File: config.mk
export PLATFORM = sky130hd
export DESIGN_NAME = load_scoreboard_hazard_unit
export DESIGN_NICKNAME = d
export VERILOG_FILES = /design/src/rtl/load_scoreboard_hazard_unit.sv
export SDC_FILE = /design/constraint.sdc
export NUM_CORES = 1
export LEC_CHECK = 0
export CAP_MARGIN = 20
export CORE_MARGIN = 1
export CORE_UTILIZATION = 50
export CTS_CLUSTER_SIZE = 14
export DETAILED_ROUTE_END_ITERATION = 8
export GPL_ROUTABILITY_DRIVEN = 0
export PLACE_DENSITY = 0.85
export SYNTH_ARGS = -nofsm -noshare
export SYNTH_HDL_FRONTEND = slang
export SYNTH_SLANG_ARGS = --single-unit
export TNS_END_PERCENT = 20
File: constraint.sdc
create_clock -name clk -period 5.5 [get_ports clk]
set_input_delay 0.55 -clock clk [delete_from_list [all_inputs] [get_ports clk]]
set_output_delay 0.55 -clock clk [all_outputs]
set_load 0.005 [all_outputs]
File: src/rtl/load_scoreboard_hazard_unit.sv
// ID-stage load scoreboard: tracks in-flight load destinations, stalls on RAW and overflow, flushes on taken branch.
// Optional stall-cycle performance counter is built when HAZARD_PERF_CNT_EN is defined.
module load_scoreboard_hazard_unit #(
  parameter int REG_ADDR_W      = 5,
  parameter int MAX_OUTSTANDING = 4,
  parameter int WB_BYPASS       = 1
) (
  input  logic                                 clk,
  input  logic                                 rst,
  input  logic                                 id_valid,
  input  logic [REG_ADDR_W-1:0]                id_rs1,
  input  logic [REG_ADDR_W-1:0]                id_rs2,
  input  logic                                 id_rs1_used,
  input  logic                                 id_rs2_used,
  input  logic [REG_ADDR_W-1:0]                id_rd,
  input  logic                                 id_mem_read,
  input  logic                                 ex_branch_taken,
  input  logic                                 wb_load_done,
  input  logic [REG_ADDR_W-1:0]                wb_rd,
  output logic                                 stall,
  output logic                                 flush,
  output logic                                 id_issue,
  output logic [$clog2(MAX_OUTSTANDING+1)-1:0] outstanding,
  output logic [2**REG_ADDR_W-1:0]             busy_vec,
  output logic                                 sb_error,
  output logic [31:0]                          stall_cycles
);

  localparam int NREG  = 2**REG_ADDR_W;
  localparam int CNT_W = $clog2(MAX_OUTSTANDING+1);
  localparam logic [CNT_W-1:0] MAX_CNT = CNT_W'(MAX_OUTSTANDING);
  localparam logic BYPASS = (WB_BYPASS != 0);

  logic [NREG-1:0]  busy_q, busy_d;
  logic [CNT_W-1:0] outstanding_q, outstanding_d;
  logic             error_q;

  logic clr_hit_rs1, clr_hit_rs2;
  logic raw_rs1, raw_rs2, raw, full;
  logic set, clr_ok, err_ev;

  // A completing load only hides its own hazard when bypass is enabled.
  always_comb begin
    clr_hit_rs1 = wb_load_done & (wb_rd == id_rs1) & BYPASS;
    clr_hit_rs2 = wb_load_done & (wb_rd == id_rs2) & BYPASS;
    raw_rs1     = id_rs1_used & (id_rs1 != '0) & busy_q[id_rs1] & ~clr_hit_rs1;
    raw_rs2     = id_rs2_used & (id_rs2 != '0) & busy_q[id_rs2] & ~clr_hit_rs2;
    raw         = id_valid & (raw_rs1 | raw_rs2);
    full        = id_valid & id_mem_read & (outstanding_q == MAX_CNT) & ~wb_load_done;
    flush       = ex_branch_taken;
    stall       = (raw | full) & ~ex_branch_taken;
    id_issue    = id_valid & ~stall & ~flush;
  end

  // Completions for an empty or non-busy entry are protocol errors and leave state alone.
  always_comb begin
    set    = id_issue & id_mem_read & (id_rd != '0);
    clr_ok = wb_load_done & (outstanding_q != '0) & busy_q[wb_rd];
    err_ev = wb_load_done & ((outstanding_q == '0) | ~busy_q[wb_rd]);
  end

  // Set after clear so a new load to the completing register keeps ownership.
  always_comb begin
    busy_d = busy_q;
    if (clr_ok) busy_d[wb_rd] = 1'b0;
    if (set)    busy_d[id_rd] = 1'b1;
  end

  always_comb begin
    outstanding_d = outstanding_q;
    if (set && !clr_ok && (outstanding_q != MAX_CNT))
      outstanding_d = outstanding_q + CNT_W'(1);
    else if (clr_ok && !set)
      outstanding_d = outstanding_q - CNT_W'(1);
  end

  always_ff @(posedge clk) begin
    if (rst) begin
      busy_q        <= '0;
      outstanding_q <= '0;
      error_q       <= 1'b0;
    end else begin
      busy_q        <= busy_d;
      outstanding_q <= outstanding_d;
      if (err_ev) error_q <= 1'b1;
    end
  end

  assign busy_vec    = busy_q;
  assign outstanding = outstanding_q;
  assign sb_error    = error_q;

`ifdef HAZARD_PERF_CNT_EN
  logic [31:0] stall_cnt_q;

  always_ff @(posedge clk) begin
    if (rst)
      stall_cnt_q <= '0;
    else if (stall && (stall_cnt_q != '1))
      stall_cnt_q <= stall_cnt_q + 32'd1;
  end

  assign stall_cycles = stall_cnt_q;
`else
  assign stall_cycles = '0;
`endif

  a_out_bound: assert property (@(posedge clk) disable iff (rst)
    outstanding_q <= MAX_CNT);
  a_flush_excl: assert property (@(posedge clk) disable iff (rst)
    flush |-> (!stall && !id_issue));

endmodule

# == Yosys cells after proc, flatten, opt, wreduce, memory -nomap -nowiden ==
# Cells that the tools add are included.
# word_totals
input_bits,28
wordCells,74
register_bits,36
# op_classes
order_cmp,6
n_mux,14
reduce_logical,13
addsub,2
n_bitwise,32
eq_ne,4
# ops
cell,count
two-way mux 32 bit,2
AND 32 bit,1
inverter 32 bit,1
OR 32 bit,1
"< comparator 5 x 6 -> 1 bit, second input constant",4
AND 1 bit,20
binary-select mux 1 bit (select 5 bit),3
nonzero test 5 bit,3
demux 1 bit (select 5 bit),2
== test 5 bit,2
">= comparator 5 x 1 -> 1 bit, second input constant",2
two-way mux 3 bit,2
inverter 1 bit,6
logical AND 1 bit,5
two-way mux 1 bit,5
"adder 3 x 1 -> 3 bit, second input constant",1
"== test 3 bit, second input constant",1
zero test 3 bit,1
"!= test 3 bit, second input constant",1
OR 1 bit,3
nonzero test 3 bit,1
"subtractor 3 x 1 -> 3 bit, second input constant",1
zero test 1 bit,2
nonzero test 2 bit,1

# == Longest topological paths before layout ==
# Gate-level depths: netlist (run 1).
# logic_depth
word_depth,17
mapped_depth,14
mapped_depth_nobuf,12

# == Worst setup path after synthesis (run 1) ==
# No wires, ideal clock.
# synth_path
path_type,in2reg
startpoint,input wb_rd[0]
endpoint,"register outstanding_q[2], in the netlist outstanding[2]"
setup_ns,0.095
arrival_time_ns,3.174
stages,13
n_path_buf,2
t_required_ns,5.405
path_slack_ns,2.231
cell_sequence,buf_2 > buf_2 > mux4_2 > a32oi_1 > nand4_1 > nand3_1 > and3_1 > nand2_1 > fa_1 > inv_1 > nor2_1 > a22o_1 > a221oi_1
# synth_via
elab_chain_cells,16
elab_cells_between_ends,27
cone_classes,2 x eq/ne; 3 x mux; 16 x bitwise; 6 x reduce/logical
# synth_lines
item,line_no,rtl
"start, declared",19,"input logic [REG_ADDR_W-1:0] wb_rd,"
"== test 5 bit, on equally long branches","44, 45",
"AND 1 bit, on equally long branches","44, 45",
"inverter 1 bit, on equally long branches","46, 47",
"AND 1 bit, on equally long branches","46, 47",
OR 1 bit,48,raw = id_valid & (raw_rs1 | raw_rs2);
AND 1 bit,48,
OR 1 bit,51,stall = (raw | full) & ~ex_branch_taken;
AND 1 bit,51,
inverter 1 bit,52,id_issue = id_valid & ~stall & ~flush;
AND 1 bit (2 in a row),52,
AND 1 bit (2 in a row),57,set = id_issue & id_mem_read & (id_rd != '0);
logical AND 1 bit / zero test 1 bit (equally long branches),"71, 73",
"logical AND 1 bit, on equally long branches","71, 73",
two-way mux 3 bit / nonzero test 2 bit (equally long branches),-,
"end signal, assigned",84,outstanding_q <= outstanding_d;
"end, declared",35,"logic [CNT_W-1:0] outstanding_q, outstanding_d;"
# Parallel ways exist; a longest one is shown, timed or not. The select of a mux whose other input is x is not followed.
# A chain may end at the register's enable or synchronous reset.

# == Worst setup path after layout (run 1) ==
# layout_path
startpoint,input id_rs1[0]
endpoint,output id_issue
# layout_via
elab_chain_cells,11
elab_cells_between_ends,16
cone_classes,1 x eq/ne; 2 x mux; 12 x bitwise; 1 x reduce/logical
# layout_lines
item,line_no,rtl
"start, declared",11,"input logic [REG_ADDR_W-1:0] id_rs1,"
binary-select mux 1 bit (select 5 bit) (tied with other cells),46,raw_rs1 = id_rs1_used & (id_rs1 != '0) & busy_q[id_rs1] & ~clr_hit_rs1;
two-way mux 1 bit (not written as such) (tied with other cells),46,
AND 1 bit / inverter 1 bit (equally long branches),46,
AND 1 bit *,46,
OR 1 bit *,48,
AND 1 bit *,48,
OR 1 bit *,51,
AND 1 bit *,51,
inverter 1 bit *,52,
AND 1 bit * (2 in a row),52,
"end, declared",22,"output logic id_issue,"
# Mark *: on every way between the ends. The rest lies on a longest branch, timed or not. The select of a mux whose other input is x is not followed.

==> results.py, run 1 <==
metrics = {
    "synthesis": {
        "synth_seq_cells": 36,
        "async_reset_ff_frac": 0,
        "syn_inst": 319,
        "postSynth.topFlopCell": "sky130_fd_sc_hd__dfxtp_1",
        "yosys.cell_types.count": 51,
        "synth_enable_flop_cells": 0,
        "synth_seq_area_share": 0.249,
        "synth.cell_area_mm2": 0.00290,
        "synth.yosys.warnings": 0,
        "synthesis.area_per_instance_um2": 9.09,
    },
    "power": {
        "worst_ir_drop_vdd_mv": 0.136,
        "power.share.sequential": 0.468,
        "power_density_mw_per_mm2": 162,
        "combinationalPowerShare": 0.187,
        "cell_leakage_power_nw": 1.31,
        "p_switching_uw": 157,
        "cell_internal_pwr_uw": 411,
        "switching_share": 0.277,
        "clockPowerShare": 0.345,
    },
    "cells_and_area": {
        "filler_cell_count": 478,
        "drive_gt1_frac": 0.0872,
        "fin_nets": 395,
        "area_delta_synth_final_pct": 20.8,
        "n_antenna_cell": 0,
        "layout_commonest_cell": "sky130_fd_sc_hd__clkdlybuf4s50_1",
        "layout.cells.most_common_list": "sky130_fd_sc_hd__clkdlybuf4s50_1, sky130_fd_sc_hd__dfxtp_1, sky130_fd_sc_hd__conb_1",
    },
    "clock_network": {
        "cts_tree": "built",
        "clockBufferDepth": 2,
        "clock_sink_count": 36,
        "tritoncts.num_buffers": 5,
        "ctsHtreeMaxLevel": 2,
        "cts_setup_buffers": 0,
        "ctsRootBufferMaster": "sky130_fd_sc_hd__clkbuf_8",
        "path_clk_slew_ns": 0.07,
        "cts_resized": 0,
        "insertion_delay_ns": 0.29,
        "number_of_buffers_inserted_by_hold_repair_at_cts": 0,
    },
    "sta": {
        "fin_worst_hold_slack_ns": 0.470,
        "timing.setup.tns_ns": 0,
        "timing_max_transition_violations_final": 0,
        "hold_viol_final": 0,
        "slew-limit-headroom": 0.426,
        "clock-skew-final_ns": 0.00662,
        "max_slew.worst_pin.slew_ns": 0.860,
        "maxClockFrequency_mhz": 239,
        "grt_setup_unrepaired": "no",
        "timing.final.crit_share": 0.760,
        "min_period_ns": 4.18,
        "setup-violations-final": 0,
    },
    "drt": {
        "post-route-drc-count": 0,
        "drt-pass1-iter-count": 5,
        "postRouteWirelength_mm": 8.47,
        "dr.first_iter.drc_count": 311,
        "met1Wirelength_mm": 3.28,
        "detailroute.wirelength.met3_um": 962,
        "post_detailed_route_wirelength_per_cell_um": 19.3,
        "drt.antenna.violating_nets": 0,
        "routed-via-count": 2841,
        "vias_per_cell": 6.47,
        "met2_length_mm": 3.95,
        "highest_layer": "met4",
    },
    "floorplanning": {
        "rows": 27,
        "design.die.area_mm2": 0.00611,
        "initial_utilization": 0.523,
        "die_w_um": 78.1,
        "coreArea_mm2": 0.00554,
        "chipHeight_um": 78.1,
        "design.portCount": 99,
    },
    "place": {
        "hpwlAfterDp_mm": 6.10,
        "place.port_buffers": 66,
    },
    "worst_setup_path": {
        "timing.critical_path.depth": 9,
        "worst-path-max-fanout": 9,
        "register_to_register_setup_slack_ns": 2.21,
        "startpoint_of_the_worst_slack_reg_to_reg_timing_path": "busy_vec[3]",
        "critical_path_required_ns": 4.95,
        "critical_path.reg2reg.endpoint": "outstanding[2]",
        "slowest_delay_ns": 0.73,
        "critPathTopFamily": "buffers and inverters",
        "startpoint_type": "input pin",
        "critical_path.most_common_cell": "sky130_fd_sc_hd__clkdlybuf4s50_1",
        "type_of_the_setup_path_with_the_least_slack": "input pin to output pin",
        "worst_setup_path_startpoint": "id_rs1[0]",
        "critical_path.cell_chain": "clkdlybuf4s50_1 -> mux4_1 -> mux2_2 -> o32a_1 -> o2111ai_2 -> and2_1 -> nand2_1 -> nor3b_1 -> clkdlybuf4s50_1",
        "timing.critical_path.arrival_ns": 3.63,
        "critical_path.endpoint_type": "output pin",
        "crit_path_end": "id_issue",
        "critical-path-slowest-cell": "sky130_fd_sc_hd__clkdlybuf4s50_1",
        "rr_worst_depth": 12,
        "crit_path_buffers_inverters": 2,
    },
    "grt": {
        "grt_pass1_vias": 2599,
        "maximum_number_of_pins_on_one_net_before_global_route_repair": 30,
        "global_route.overflow_total": 0,
        "grt.total_usage": 0.281,
        "first_pass_grt_wire_length_mm": 13.3,
        "grt_antenna_before_repair": 0,
    },
    "hold_path": {
        "holdCritPathClass": "register to register",
    },
    "status": {
        "status": "complete, no violations",
    },
    "run": {
        "max_cap_viol_count": 0,
    },
}
tightest hold or removal path: cells and delay by family (launching register included):
| family | cells | cell delay, ns |
|---|---|---|
| flip-flops | 1 | 0.33 |
| AND/OR/NAND/NOR | 1 | 0.07 |
| AO/OA/AOI/OAI | 1 | 0.04 |
layer usage:
layer  up-vias  global-route usage
met2       218               0.437
met5         -                   0
li1       1235                   -
met3        35              0.0616
met4         0               0.146
met1      1353               0.364
power by group through the flow:
stage	clock [mW]	combinational, mW	sequential (mW)
floorplan	0	0.0838	0.271
global placement	0	0.102	0.272
detailed placement	0	0.104	0.272
CTS	0.196	0.105	0.266
global route	0.209	0.116	0.266
finish	0.196	0.106	0.266
how the worst min path moves through the flow:
stage,start,to,slack (ns),depth (start not counted)
global placement,sb_error,sb_error,0.45,2
global route,sb_error,sb_error,0.53,2
finish,sb_error,sb_error,0.47,2
CTS,sb_error,sb_error,0.47,2
detailed placement,sb_error,sb_error,0.46,2
floorplan,sb_error,sb_error,0.46,2
cells in the mapped netlist, types with 5 or more instances:
library cell               count  share of area
sky130_fd_sc_hd__o21ai_0      27          0.047
sky130_fd_sc_hd__nor3b_1       5          0.013
sky130_fd_sc_hd__nor3_1        5         0.0086
sky130_fd_sc_hd__nand3b_1      8          0.021
sky130_fd_sc_hd__mux2i_1       8          0.028
sky130_fd_sc_hd__mux4_2       15           0.12
sky130_fd_sc_hd__dfxtp_1      36           0.25
sky130_fd_sc_hd__o211ai_1     19          0.049
sky130_fd_sc_hd__mux4_1        6          0.054
sky130_fd_sc_hd__nand3_1      10          0.017
sky130_fd_sc_hd__buf_2         6          0.010
sky130_fd_sc_hd__clkbuf_1     15          0.019
sky130_fd_sc_hd__nor2_1       14          0.018
sky130_fd_sc_hd__buf_4        34          0.088
sky130_fd_sc_hd__inv_1        10          0.013
sky130_fd_sc_hd__a32o_1        6          0.021
sky130_fd_sc_hd__nand2_1      24          0.031
sky130_fd_sc_hd__xor2_1        8          0.024
sky130_fd_sc_hd__a21oi_1       8          0.014
layout make-up:
type	instances	area (um^2)	area share
repair buffers	66	661	0.189
clock buffers	6	82.6	0.0236
multi-input cells	247	1900	0.543
well taps	72	90.1	0.0257
clock inverters	2	10.0	0.00286
inverters	10	37.5	0.0107
flip-flops and latches	36	721	0.206
cells by family after synthesis:
group | after synthesis | synth area share
mux | 33 | 0.214
fa+ha+maj | 1 | 0.00691
simple gates | 91 | 0.177
other cells | 1 | 0.00129
buf+inv | 67 | 0.136
compound gates | 80 | 0.186
xor+xnor | 10 | 0.0302
flops | 36 | 0.249
through the flow:
| stage | power, mW | worst slack (ns) | cell area, um^2 | util | instances |
|---|---|---|---|---|---|
| 6_report | 0.568 | 1.32 | 3500 | 0.632 | 439 |
| 5_1_grt | 0.591 | 1.21 | 3500 | 0.632 | 439 |
| 4_1_cts | 0.567 | 1.34 | 3500 | 0.632 | 439 |
| 3_5_place_dp | 0.376 | 1.30 | 3410 | 0.615 | 431 |
| 3_3_place_gp | 0.373 | 1.44 | 3410 | 0.615 | 431 |
| 2_1_floorplan | 0.355 | 2.23 | 3020 | - | 350 |
state kept, by name (all words and copies together) (netlist names):
register and flops:
busy_vec 32, outstanding 3, sb_error 1
No activity file was read; power rests on OpenSTA's default activity.
==> inputs of run 2 (changes only) <==
Settings changed: CORE_UTILIZATION 50 to 46, PLACE_DENSITY 0.85 to 0.79.
Clock period 5.5 ns to 4.21 ns, I/O delays scaled along.
==> results.py, run 2 (synthesized netlist as in run 1, its figures left out) <==
metrics = {
    "status": {
        "status": "complete, no violations",
    },
    "clock_network": {
        "number_of_buffers_inserted_by_hold_repair_at_cts": 0,
        "cts_resized": 0,
        "cts_setup_buffers": 0,
        "ctsHtreeMaxLevel": 2,
        "tritoncts.num_buffers": 5,
        "path_clk_slew_ns": 0.08,
        "clockBufferDepth": 2,
        "clock_sink_count": 36,
        "ctsRootBufferMaster": "sky130_fd_sc_hd__clkbuf_8",
        "cts_tree": "built",
        "insertion_delay_ns": 0.30,
    },
    "floorplanning": {
        "initial_utilization": 0.484,
        "design.die.area_mm2": 0.00662,
        "coreArea_mm2": 0.00599,
        "rows": 28,
        "chipHeight_um": 81.4,
        "die_w_um": 81.4,
        "design.portCount": 99,
    },
    "power": {
        "power_density_mw_per_mm2": 210,
        "worst_ir_drop_vdd_mv": 0.111,
        "cell_leakage_power_nw": 1.33,
    },
    "sta": {
        "setup_ws_ns": 0.463,
        "setup-violations-final": 0,
        "min_period_ns": 3.75,
        "clock-skew-final_ns": 0.0129,
        "max_slew.worst_pin.slew_ns": 0.868,
        "grt_setup_unrepaired": "no",
        "timing.setup.tns_ns": 0,
        "timing_max_transition_violations_final": 0,
        "timing.final.crit_share": 0.890,
        "hold_viol_final": 0,
        "slew-limit-headroom": 0.420,
        "maxClockFrequency_mhz": 267,
    },
    "worst_setup_path": {
        "critical_path_required_ns": 3.79,
        "worst-path-max-fanout": 11,
        "crit_path_buffers_inverters": 2,
        "critical-path-slowest-cell": "sky130_fd_sc_hd__clkdlybuf4s50_1",
        "startpoint_type": "input pin",
        "critPathTopFamily": "buffers and inverters",
        "slowest_delay_ns": 0.80,
        "critical_path.cell_chain": "clkdlybuf4s50_1 -> mux4_2 -> mux2i_1 -> o21ai_0 -> o211ai_1 -> and2_1 -> nand2_1 -> nor3b_1 -> clkdlybuf4s50_1",
        "critical_path.endpoint_type": "output pin",
        "type_of_the_setup_path_with_the_least_slack": "input pin to output pin",
        "timing.critical_path.arrival_ns": 3.33,
        "critical_path.most_common_cell": "sky130_fd_sc_hd__clkdlybuf4s50_1",
    },
    "drt": {
        "postRouteWirelength_mm": 8.59,
        "drt.antenna.violating_nets": 0,
        "post-route-drc-count": 0,
        "routed-via-count": 2820,
        "drt-pass1-iter-count": 5,
        "post_detailed_route_wirelength_per_cell_um": 19.2,
        "dr.first_iter.drc_count": 443,
        "vias_per_cell": 6.29,
    },
    "grt": {
        "first_pass_grt_wire_length_mm": 13.7,
        "maximum_number_of_pins_on_one_net_before_global_route_repair": 30,
        "grt_pass1_vias": 2674,
        "global_route.overflow_total": 0,
        "grt_antenna_before_repair": 0,
        "grt.total_usage": 0.274,
    },
    "cells_and_area": {
        "fin_nets": 401,
        "n_antenna_cell": 0,
        "filler_cell_count": 525,
        "area_delta_synth_final_pct": 22.5,
        "post_layout_nonfiller_instances": 448,
        "drive_gt1_frac": 0.102,
        "layout_commonest_cell": "sky130_fd_sc_hd__clkdlybuf4s50_1",
        "largest_reg_flops": 32,
        "layout.cells.most_common_list": "sky130_fd_sc_hd__clkdlybuf4s50_1, sky130_fd_sc_hd__dfxtp_1, sky130_fd_sc_hd__conb_1",
    },
    "place": {
        "hpwlAfterDp_mm": 6.46,
        "place.port_buffers": 66,
        "cell_count_after_placement": 440,
        "placement_setup_slack_ns": 0.272,
    },
    "hold_path": {
        "holdCritPathClass": "register to register",
    },
    "run": {
        "max_cap_viol_count": 0,
    },
}
==> run 2: metal layers <==
layer  GRT usage  wire length, um
met3      0.0607             1010
met1       0.373             3320
met5           0                0
met4       0.127              294
met2       0.408             3960
==> run 2: where the power goes <==
part / internal [mW] / switching, mW / total (mW)
logic: 0.0662 / 0.0779 / 0.144
clock network: 0.117 / 0.137 / 0.254
registers: 0.343 / 0.00424 / 0.347
==> run 2: through the flow <==
stage / cell area [um^2] / utilization / hold slack [ns] / power [mW]
after floorplan: 3020 / - / 0.460 / 0.464
after global placement: 3460 / 0.577 / 0.460 / 0.494
after detailed placement: 3460 / 0.577 / 0.483 / 0.496
after CTS: 3550 / 0.593 / 0.506 / 0.745
after global routing: 3550 / 0.593 / 0.535 / 0.782
final: 3550 / 0.593 / 0.502 / 0.745
==> run 2: final timing paths <==
check                    from        endpoint  slack, ns  depth (start not counted)
setup reg to reg  busy_vec[6]  outstanding[2]       0.95                         12
hold reg to reg      sb_error        sb_error       0.50                          2
setup / recovery    id_rs2[1]        id_issue       0.46                          9
hold / removal       sb_error        sb_error       0.50                          2
==> run 2: tightest hold or removal path, cell delays in order, from the launching register on <==
cell                      delay, ns
sky130_fd_sc_hd__dfxtp_1       0.34
sky130_fd_sc_hd__a21oi_1       0.05
sky130_fd_sc_hd__nor2_1        0.08
==> run 2: final cells by class <==
| class | instances | area, um^2 | area share |
|---|---|---|---|
| timing repair buffer | 72 | 706 | 0.199 |
| tap | 75 | 93.8 | 0.0264 |
| clock buffer | 5 | 68.8 | 0.0194 |
| clock inverter | 3 | 23.8 | 0.00669 |
| inverter | 10 | 37.5 | 0.0106 |
| sequential | 36 | 721 | 0.203 |
| multi-input combinational | 247 | 1900 | 0.535 |
